`src/rtl/demux_pkg.sv`:
```
// Shared definitions for the 1-to-4 stream demultiplexer: channel count,
// select width and the per-channel slot state encoding.
package demux_pkg;

    localparam int NUM_OUT = 4;
    localparam int SEL_W   = 2;

    typedef logic [SEL_W-1:0] sel_t;

    typedef enum logic {
        SLOT_EMPTY = 1'b0,
        SLOT_FULL  = 1'b1
    } slot_state_t;

endpackage

```
`src/rtl/demux_out_slot.sv`:
```
// One-entry output register with valid/ready handshake. The top guarantees
// load is only raised when the slot is EMPTY or draining this cycle.
module demux_out_slot
    import demux_pkg::*;
#(
    parameter int W = 8
) (
    input  logic         clk,
    input  logic         rst_n,
    input  logic         load,
    input  logic [W-1:0] load_data,
    input  logic         out_ready,
    output logic         out_valid,
    output logic [W-1:0] out_data
);

    slot_state_t  state_q, state_d;
    logic [W-1:0] data_q, data_d;

    always_ff @(posedge clk or negedge rst_n) begin
        if (!rst_n) begin
            state_q <= SLOT_EMPTY;
            data_q  <= '0;
        end else begin
            state_q <= state_d;
            data_q  <= data_d;
        end
    end

    // A load wins over a drain, so a FULL slot can refill without a bubble.
    always_comb begin
        state_d = state_q;
        data_d  = data_q;
        if (load) begin
            state_d = SLOT_FULL;
            data_d  = load_data;
        end else if (state_q == SLOT_FULL && out_ready) begin
            state_d = SLOT_EMPTY;
        end
    end

    assign out_valid = (state_q == SLOT_FULL);
    assign out_data  = data_q;

endmodule

```
`src/rtl/demux1x4_stream.sv`:
```
// Registered 1-to-4 stream demultiplexer with independent per-channel stalls.
// Optional per-channel saturating transfer counters when DEMUX_COUNT_EN is defined.
module demux1x4_stream
    import demux_pkg::*;
#(
    parameter int W  = 8,
    parameter int CW = 16
) (
    input  logic                 clk,
    input  logic                 rst_n,
    input  logic                 en,
    input  logic                 in_valid,
    output logic                 in_ready,
    input  logic [W-1:0]         in_data,
    input  sel_t                 in_sel,
    output logic [NUM_OUT-1:0]   out_valid,
    input  logic [NUM_OUT-1:0]   out_ready,
    output logic [NUM_OUT*W-1:0] out_data
`ifdef DEMUX_COUNT_EN
    ,
    output logic [NUM_OUT*CW-1:0] cnt,
    input  logic                  cnt_clr
`endif
);

    logic               accept;
    logic [NUM_OUT-1:0] load;

    // Only the addressed channel gates acceptance; other stalled channels do not.
    assign in_ready = en && (!out_valid[in_sel] || out_ready[in_sel]);
    assign accept   = in_valid && in_ready;

    for (genvar k = 0; k < NUM_OUT; k++) begin : g_slot
        assign load[k] = accept && (in_sel == sel_t'(k));

        demux_out_slot #(
            .W(W)
        ) u_slot (
            .clk       (clk),
            .rst_n     (rst_n),
            .load      (load[k]),
            .load_data (in_data),
            .out_ready (out_ready[k]),
            .out_valid (out_valid[k]),
            .out_data  (out_data[k*W +: W])
        );
    end

`ifdef DEMUX_COUNT_EN
    logic [CW-1:0] cnt_q [NUM_OUT];
    logic [CW-1:0] cnt_d [NUM_OUT];

    always_ff @(posedge clk or negedge rst_n) begin
        if (!rst_n) begin
            for (int k = 0; k < NUM_OUT; k++) begin
                cnt_q[k] <= '0;
            end
        end else begin
            for (int k = 0; k < NUM_OUT; k++) begin
                cnt_q[k] <= cnt_d[k];
            end
        end
    end

    // Clear has priority over a coincident handshake; counts stick at all-ones.
    always_comb begin
        for (int k = 0; k < NUM_OUT; k++) begin
            cnt_d[k] = cnt_q[k];
            if (cnt_clr) begin
                cnt_d[k] = '0;
            end else if (out_valid[k] && out_ready[k] && (cnt_q[k] != {CW{1'b1}})) begin
                cnt_d[k] = cnt_q[k] + 1'b1;
            end
        end
    end

    for (genvar k = 0; k < NUM_OUT; k++) begin : g_cnt
        assign cnt[k*CW +: CW] = cnt_q[k];
    end
`endif

endmodule

```
`config.mk`:
```
export PLATFORM = sky130hd
export DESIGN_NAME = demux1x4_stream
export DESIGN_NICKNAME = d
export VERILOG_FILES = /design/src/rtl/demux_pkg.sv /design/src/rtl/demux_out_slot.sv /design/src/rtl/demux1x4_stream.sv
export SDC_FILE = /design/constraint.sdc
export NUM_CORES = 1
export LEC_CHECK = 0
export CAP_MARGIN = 20
export CORE_ASPECT_RATIO = 0.8
export CORE_MARGIN = 8
export CORE_UTILIZATION = 33
export CTS_BUF_LIST = sky130_fd_sc_hd__clkbuf_4 sky130_fd_sc_hd__clkbuf_8
export CTS_CLUSTER_DIAMETER = 50
export DETAILED_ROUTE_END_ITERATION = 6
export DONT_BUFFER_PORTS = 1
export PLACE_DENSITY = 0.56
export SETUP_SLACK_MARGIN = 0.05
export SLEW_MARGIN = 40
export SYNTH_ARGS = -nofsm -noshare
export SYNTH_HDL_FRONTEND = slang
export SYNTH_SLANG_ARGS = --single-unit
export TNS_END_PERCENT = 1
```
`constraint.sdc`:
```
create_clock -name clk -period 1.9 [get_ports clk]
set_input_delay 0.19 -clock clk [delete_from_list [all_inputs] [get_ports clk]]
set_output_delay 0.19 -clock clk [all_outputs]
set_load 0.005 [all_outputs]
```
# After elaboration in Yosys (flattened, before gate mapping)
# Index checks and enable logic that the tools add are counted.
# W data, S select, Z words.
[word_totals]
input_bits = 18
wordCells = 41
regBits = 36
[op_classes]
n_lt_le_gt_ge = 1
n_mux = 12
eq_ne = 3
n_reduce_logical = 17
[ops]
columns = ["cell", "n"]
rows = [
  ["$logic_and A1 B1 Y1", 10],
  ["$mux W1", 10],
  ["$reduce_bool A2 Y1", 4],
  ["$bmux W1 S2", 2],
  ["$eq A2 B2 Y1 const B", 2],
  ["$lt A2 B3 Y1 const B", 1],
  ["$eq A2 B1 Y1 const B", 1],
  ["$logic_not A2 Y1", 1],
  ["$logic_not A1 Y1", 1],
  ["$logic_or A1 B1 Y1", 1],
]

# Longest topological paths before layout
# Gate-level depths: netlist (run 1).
[depth]
word_depth = 8
ltp_mapped = 4
depth_no_buf = 3

# Modules after synthesis
# Synthesis (run 1) repeated with hierarchy kept, for this count alone.
[unflattened]
cells_unflattened = 97
hier_area_um2 = 1579.0
[modules_own_cells]
columns = ["mod", "area_each_um2", "cells_per_inst", "n_inst", "seq_area_each_um2"]
rows = [
  ["demux_out_slot", 369.1, 20, 4, 225.2],
  ["demux1x4_stream", 102.6, 17, 1, 0.0],
]

# Worst setup path before layout (run 1)
# No wires, ideal clock.
[synth_path]
path_kind = "reg-to-reg"
start = "reg g_slot[1].u_slot.state_q"
end = "reg g_slot[1].u_slot.data_q[0]"
path_slack_ns = 0.551
synth_period_minus_slack_ns = 1.349
required_time_ns = 1.775
setup_time_ns = 0.125
path_stages_with_launch = 4
arrival_ns = 1.224
path_buffers = 0
cell_sequence = "dfrtp_1 > nor2b_1 > nor3b_4 > mux2_2"
[synth_between]
elab_chain_cells = 7
[synth_lines]
columns = ["element", "line_no", "rtl"]
rows = [
  ["start, declared", "demux_out_slot.sv:17", "slot_state_t state_q, state_d;"],
  ["start signal, assigned", "demux_out_slot.sv:25", "state_q <= state_d;"],
  ["$bmux W1 S2", "demux1x4_stream.sv:30", "assign in_ready = en && (!out_valid[in_sel] || out_ready[in_sel]);"],
  ["$mux W1 (implied by the code)", "demux1x4_stream.sv:30", ""],
  ["$logic_not A1 Y1", "demux1x4_stream.sv:30", ""],
  ["$logic_or A1 B1 Y1", "demux1x4_stream.sv:30", ""],
  ["$logic_and A1 B1 Y1", "demux1x4_stream.sv:30", ""],
  ["$logic_and A1 B1 Y1", "demux1x4_stream.sv:31", "assign accept = in_valid && in_ready;"],
  ["$logic_and A1 B1 Y1", "demux1x4_stream.sv:34", "assign load[k] = accept && (in_sel == sel_t'(k));"],
  ["end signal, assigned", "demux_out_slot.sv:26", "data_q <= data_d;"],
  ["end, declared", "demux_out_slot.sv:18", "logic [W-1:0] data_q, data_d;"],
]
# Every way passes these cells. The select of a mux whose other input is x is not followed.
# A chain may end at the register's enable or synchronous reset.

# Final worst setup path (run 1)
[layout_path]
start = "reg g_slot[1].u_slot.state_q"
end = "reg g_slot[1].u_slot.data_q[1]"
# Same word-level chain as after synthesis.

==> flow_summary.ini, run 1 <==
[clocking]
cts_tree = done
h-tree-depth = 2
cts.hold.buffers_added = 2
cts_made_buffers = 5
cts_resized = 0
worstSkewPairLatency_ns = 0.28
clock-root-buffer = clkbuf_8
path_clk_slew_ns = 0.07
clock_sinks = 36
max-clock-path-buffers = 2
post_cts_buffers = 0

[worst_setup_path]
slowest_stage = dfrtp_1
worstPathRequired_ns = 2.07
cp_num_buf_inv = 1
worstPathArrival_ns = 1.61
cpPeakStageDelay_ns = 0.42
path_delay_family = flip-flops
critPathCaptureType = flip-flop
cp_max_fo = 9
worstPathCellList = nor2b_1 > nor3b_4 > buf_4 > mux2_2
critical_path_class = reg -> reg
worst_setup_path_start_kind = flip-flop

[sta]
finClkSkew_ns = 0.00299
final_hold_viol_count = 0
finalSetupTns_ns = 0
max_slew_margin_pct = 79.6
fmax_mhz = 693
hold-worst-slack_ns = 0.0310
slew_viol_final = 0
setup_violations = 0
rsz0062_at_grt = no
fin_crit_ns = 1.44
worst_slew_pin_slew_ns = 0.306
fin_crit_sh_pct = 75.9

[detailed_routing]
ant_nets = 0
vias_per_cell = 4.97
wl_per_cell_um = 21.0
drc_errors = 0
drtPass1Iterations = 3
vias = 786
wirelength_mm = 3.32
drtIter0Drc = 24

[power]
peakVddDrop_mv = 0.490
power_per_cell_area_mw_per_mm2 = 1160
leakage_nw = 0.719

[finish]
drive_above_1_share_pct = 48.5
final_util_pct = 39.4
diodes = 0
finalNonFillerCells = 158
fin_nets = 118
syn_to_final_growth_pct = 13.7

[floorplan]
fp.dieArea_sq_mm = 0.00681
start_util_pct = 34.6
fp.dieW_um = 90.3
coreArea_sq_mm = 0.00420
die_h_um = 75.4
pin_count = 55
rows = 21

[global_routing]
grt_usage_pct = 10.2
grt_pass1_wl_mm = 5.20
overflow = 0
grt_pass1_vias = 905
grt_max_degree = 37
antenna_found_initial = 0

[logic_synthesis]
syn_area_sq_mm = 0.00146
avgSynthCellArea_sq_um = 15.7
synthesis.yosys.warnings = 0
ys_seq_area_share_pct = 61.9
syn-instance-count = 93
ys_seq_elements = 36
mappedNetlistNets = 111
synth_cell_types = 20

[min_path]
hold_path.class = in -> reg

[placed_design]
globalplace.congestion = 0.750
numPlacedInstances = 148
dp_hpwl_mm = 2.51
portBuffers = 0

[job]
cap_violations = 0

[status]
status = finished, final reports clean
==> layer usage <==
| layer | up-vias | global-route usage [%] | wire, um |
|---|---|---|---|
| li1 | 337 | - | - |
| met1 | 403 | 9.84 | 1240 |
| met2 | 41 | 16.6 | 1530 |
| met3 | 5 | 7.87 | 513 |
| met4 | 0 | 3.86 | 27 |
| met5 | - | 0 | 0 |
==> worst reg2reg max path, stage by stage, from the launching register on <==
cell	delay, ns
dfrtp_1	0.42
nor2b_1	0.18
nor3b_4	0.16
buf_4	0.22
mux2_2	0.36
==> flip-flops by register name, summed over array words and instances, names as in the netlist <==
signal and cells:
g_slot.u_slot.out_data 32, g_slot.u_slot.out_valid 4
==> where the power goes <==
part           total (mW)  switching [mW]  internal (mW)
registers            1.06           0.133          0.926
clock network       0.659           0.256          0.403
logic               0.198          0.0672          0.131
==> stage by stage <==
step	setup slack, ns	total power [mW]	area (sq um)
floorplan	0.551	1.19	1460
global placement	0.486	1.25	1520
detailed placement	0.446	1.26	1520
CTS	0.435	1.96	1660
global route	0.351	2.03	1660
finish	0.457	1.92	1660
==> synthesized netlist by cell type, drive strengths merged <==
| cell type | instances | area, sq um |
|---|---|---|
| nand4 | 1 | 6.26 |
| a21oi | 1 | 5.00 |
| nor3b | 2 | 37.5 |
| nor2b | 1 | 6.26 |
| or2 | 1 | 6.26 |
| nand2b | 3 | 18.8 |
| mux2i | 1 | 10.0 |
| buf | 6 | 42.5 |
| and3 | 1 | 11.3 |
| o21ai | 1 | 5.00 |
| mux2 | 32 | 360 |
| nand4bb | 1 | 11.3 |
| nand2 | 2 | 7.51 |
| o311ai | 1 | 8.76 |
| nand3 | 2 | 15.0 |
| nor2 | 1 | 3.75 |
| dfrtp | 36 | 901 |
==> layout make-up <==
class | count | area (sq um)
clock buffer | 6 | 76.3
clock inverter | 2 | 35.0
fill | 411 | 2550
multi-input combinational | 51 | 513
sequential | 36 | 901
tap | 57 | 71.3
timing repair buffer | 6 | 60.1
==> final timing paths <==
path                       slack (ns)                    startpoint  cells after the start                      endpoint
setup reg to reg                 0.46    g_slot[1].u_slot.out_valid                      4  g_slot[1].u_slot.out_data[1]
max in group asynchronous        1.35                         rst_n                      2  g_slot[2].u_slot.out_data[3]
hold / removal                   0.03                     in_sel[0]                      1    g_slot[2].u_slot.out_valid
setup / recovery                 0.46    g_slot[1].u_slot.out_valid                      4  g_slot[1].u_slot.out_data[1]
min in group asynchronous        0.36                         rst_n                      2    g_slot[1].u_slot.out_valid
hold reg to reg                  0.54  g_slot[2].u_slot.out_data[2]                      1  g_slot[2].u_slot.out_data[2]
==> logic make-up after synthesis <==
group / Yosys count / synth area share, %
multiplexers: 33 / 25.4
flip-flops: 36 / 61.9
AO/OA/AOI/OAI: 3 / 1.29
buffers and inverters: 6 / 2.92
AND/OR/NAND/NOR: 15 / 8.51
==> cells in the final DEF (no fill, tap or decap) <==
| master | count |
|---|---|
| dfrtp_1 | 36 |
| mux2_2 | 31 |
| clkbuf_8 | 5 |
| buf_4 | 4 |
| nand2b_1 | 3 |
| nor3b_4 | 2 |
| nand2_1 | 2 |
| mux2i_1 | 1 |
| nand4bb_1 | 1 |
| o311ai_0 | 1 |
| a21oi_1 | 1 |
| nand3_1 | 1 |
| nor2_1 | 1 |
| nand4_1 | 1 |
| and3_4 | 1 |
| nand3_2 | 1 |
| nor2b_1 | 1 |
| mux2_1 | 1 |
| or2_2 | 1 |
| o21ai_0 | 1 |
| clkinv_2 | 1 |
| bufinv_16 | 1 |
| clkbuf_4 | 1 |
| dlygate4sd3_1 | 1 |
| buf_12 | 1 |
Note: power is estimated with default switching activity, not from simulation.
==> run 2, diff against run 1 <==
Settings changed: PLACE_DENSITY 0.56 to 0.57.
Clock period 1.9 ns to 1.31 ns, I/O delays scaled along.
==> flow_summary.ini, run 2 (same netlist as run 1, synthesis figures left out) <==
[status]
status = finished with violations
violations = setup timing

[clocking]
max-clock-path-buffers = 2
worstSkewPairLatency_ns = 0.28
clock_sinks = 36
clock-root-buffer = clkbuf_8
cts_tree = done
path_clk_slew_ns = 0.07
cts_made_buffers = 5
h-tree-depth = 2

[finish]
finalNonFillerCells = 176
multi_input_area_sq_um = 547
fin_nets = 136
diodes = 0
fin_area_sq_mm = 0.00189
syn_to_final_growth_pct = 29.9
final_util_pct = 45.0
num-fill-cells = 370
drive_above_1_share_pct = 49.6
largest_reg_flops = 32
final_common_cell = dfrtp_1
seqCellArea_sq_um = 901
final_cell_mix = dfrtp_1, mux2_2, dlygate4sd3_1, buf_4

[floorplan]
die_h_um = 75.4
pin_count = 55
fp.dieArea_sq_mm = 0.00681
rows = 21
coreArea_sq_mm = 0.00420
start_util_pct = 34.6
fp.dieW_um = 90.3

[min_path]
hold_path.class = in -> reg
worstHoldPathCells = 2
min_from = in_sel[1]

[power]
switching_share_pct = 23.4
power_per_cell_area_mw_per_mm2 = 1560
seqPwrFrac_pct = 52.0
internal-power_mw = 2.27
peakVddDrop_mv = 0.723
leakage_nw = 0.846
power_frac_comb_pct = 12.6
power_switching_uw = 691
power_frac_clock_pct = 35.4

[worst_setup_path]
worstPathRequired_ns = 1.48
critical_path_class = reg -> reg
rr_worst_depth = 4
critPathCaptureType = flip-flop
worst_setup_path_start_kind = flip-flop
worstReg2RegStart = g_slot[2].u_slot.out_valid
cp-startpoint = g_slot[2].u_slot.out_valid
worstPathArrival_ns = 1.51
cp_max_fo = 4

[global_routing]
grt_pass1_vias = 995
grt_pass1_wl_mm = 5.33
grt_max_degree = 37
overflow = 0
antenna_found_initial = 0
grt_usage_pct = 10.5

[sta]
worst_slew_pin_slew_ns = 0.222
slew_viol_final = 0
hold-worst-slack_ns = 0.0945
fmax_mhz = 748
final.setup.worst_slack_ns = -0.0270
final_hold_viol_count = 0
finClkSkew_ns = 0.00333
fin_crit_ns = 1.34
rsz0062_at_grt = yes
fin_crit_sh_pct = 102
max_slew_margin_pct = 84.9
setup_violations = 13

[placed_design]
postPlaceCellArea_sq_mm = 0.00161
dp_hpwl_mm = 2.48
numPlacedInstances = 157
globalplace.congestion = 0.772
preCtsSetupSlack_ns = -0.0542
portBuffers = 0

[detailed_routing]
wirelength_mm = 3.42
wl_met1_mm = 1.39
vias_per_cell = 4.80
route.met2.wl_mm = 1.46
drc_errors = 0
wl_per_cell_um = 19.4
ant_nets = 0
routed.top_layer = met4
vias = 845
wl_met3_um = 513
drtIter0Drc = 4
drtPass1Iterations = 3

[job]
cap_violations = 0
[run 2: cell types whose count changed in the layout (fill, tap and decap cells not counted), sizes merged]
cell	change
clkbuf	+1
dlygate4sd3	+9
clkinv	-1
buf	+9
[run 2: path summary, 6_finish.rpt]
check	endpoint	slack (ns)
setup / recovery	g_slot[2].u_slot.out_data[0]	-0.03
min in group asynchronous	g_slot[0].u_slot.out_data[1]	0.32
hold / removal	g_slot[2].u_slot.out_valid	0.09
setup reg to reg	g_slot[2].u_slot.out_data[0]	-0.03
max in group asynchronous	g_slot[3].u_slot.out_data[4]	0.81
hold reg to reg	g_slot[2].u_slot.out_data[6]	0.55
[run 2: metrics by stage]
step / power [mW] / setup TNS [ns]
after floorplan: 1.73 / -0.291
after global placement: 1.83 / -0.0720
after detailed placement: 1.85 / -0.417
after CTS: 2.97 / -0.725
after global routing: 3.12 / -1.44
final: 2.96 / -0.283
[run 2: area by class of cell]
cell class,count,area share [%]
flip-flops and latches,36,47.6
multi-input cells,51,28.9
well taps,57,3.77
clock buffers,7,5.09
clock inverters,1,1.59
repair buffers,24,13.0
[run 2: what timing repair did]
action                                  CTS  global route
resized for setup                         1            10
pin swaps                                 0             1
buffers inserted                          0             0
endpoints found under the setup margin   17            23
hold buffers                             11             0
endpoints found under the hold margin    69             0
[run 2: routing by layer]
metal	GRT usage, %	vias up
met3	7.48	8
met5	0	-
met4	4.41	0
met1	11.2	413
li1	-	380
met2	15.8	44
[run 2: critical path, cell delays in order, from the launching register on]
cell	delay [ns]
dfrtp_1	0.38
nand2b_1	0.10
nor3b_4	0.24
buf_4	0.18
mux2_2	0.33
[run 2: power by group through the flow]
stage,logic (mW),registers [mW],clock network (mW)
global placement,0.269,1.56,0
CTS,0.347,1.55,1.08
floorplan,0.246,1.49,0
finish,0.373,1.54,1.05
detailed placement,0.285,1.57,0
global route,0.415,1.58,1.13
==> run 3, diff against run 2 <==
Settings changed: SLEW_MARGIN 40 to 20.
==> results of run 3 <==
Final layout, timing and power as in run 2 (identical DEF).
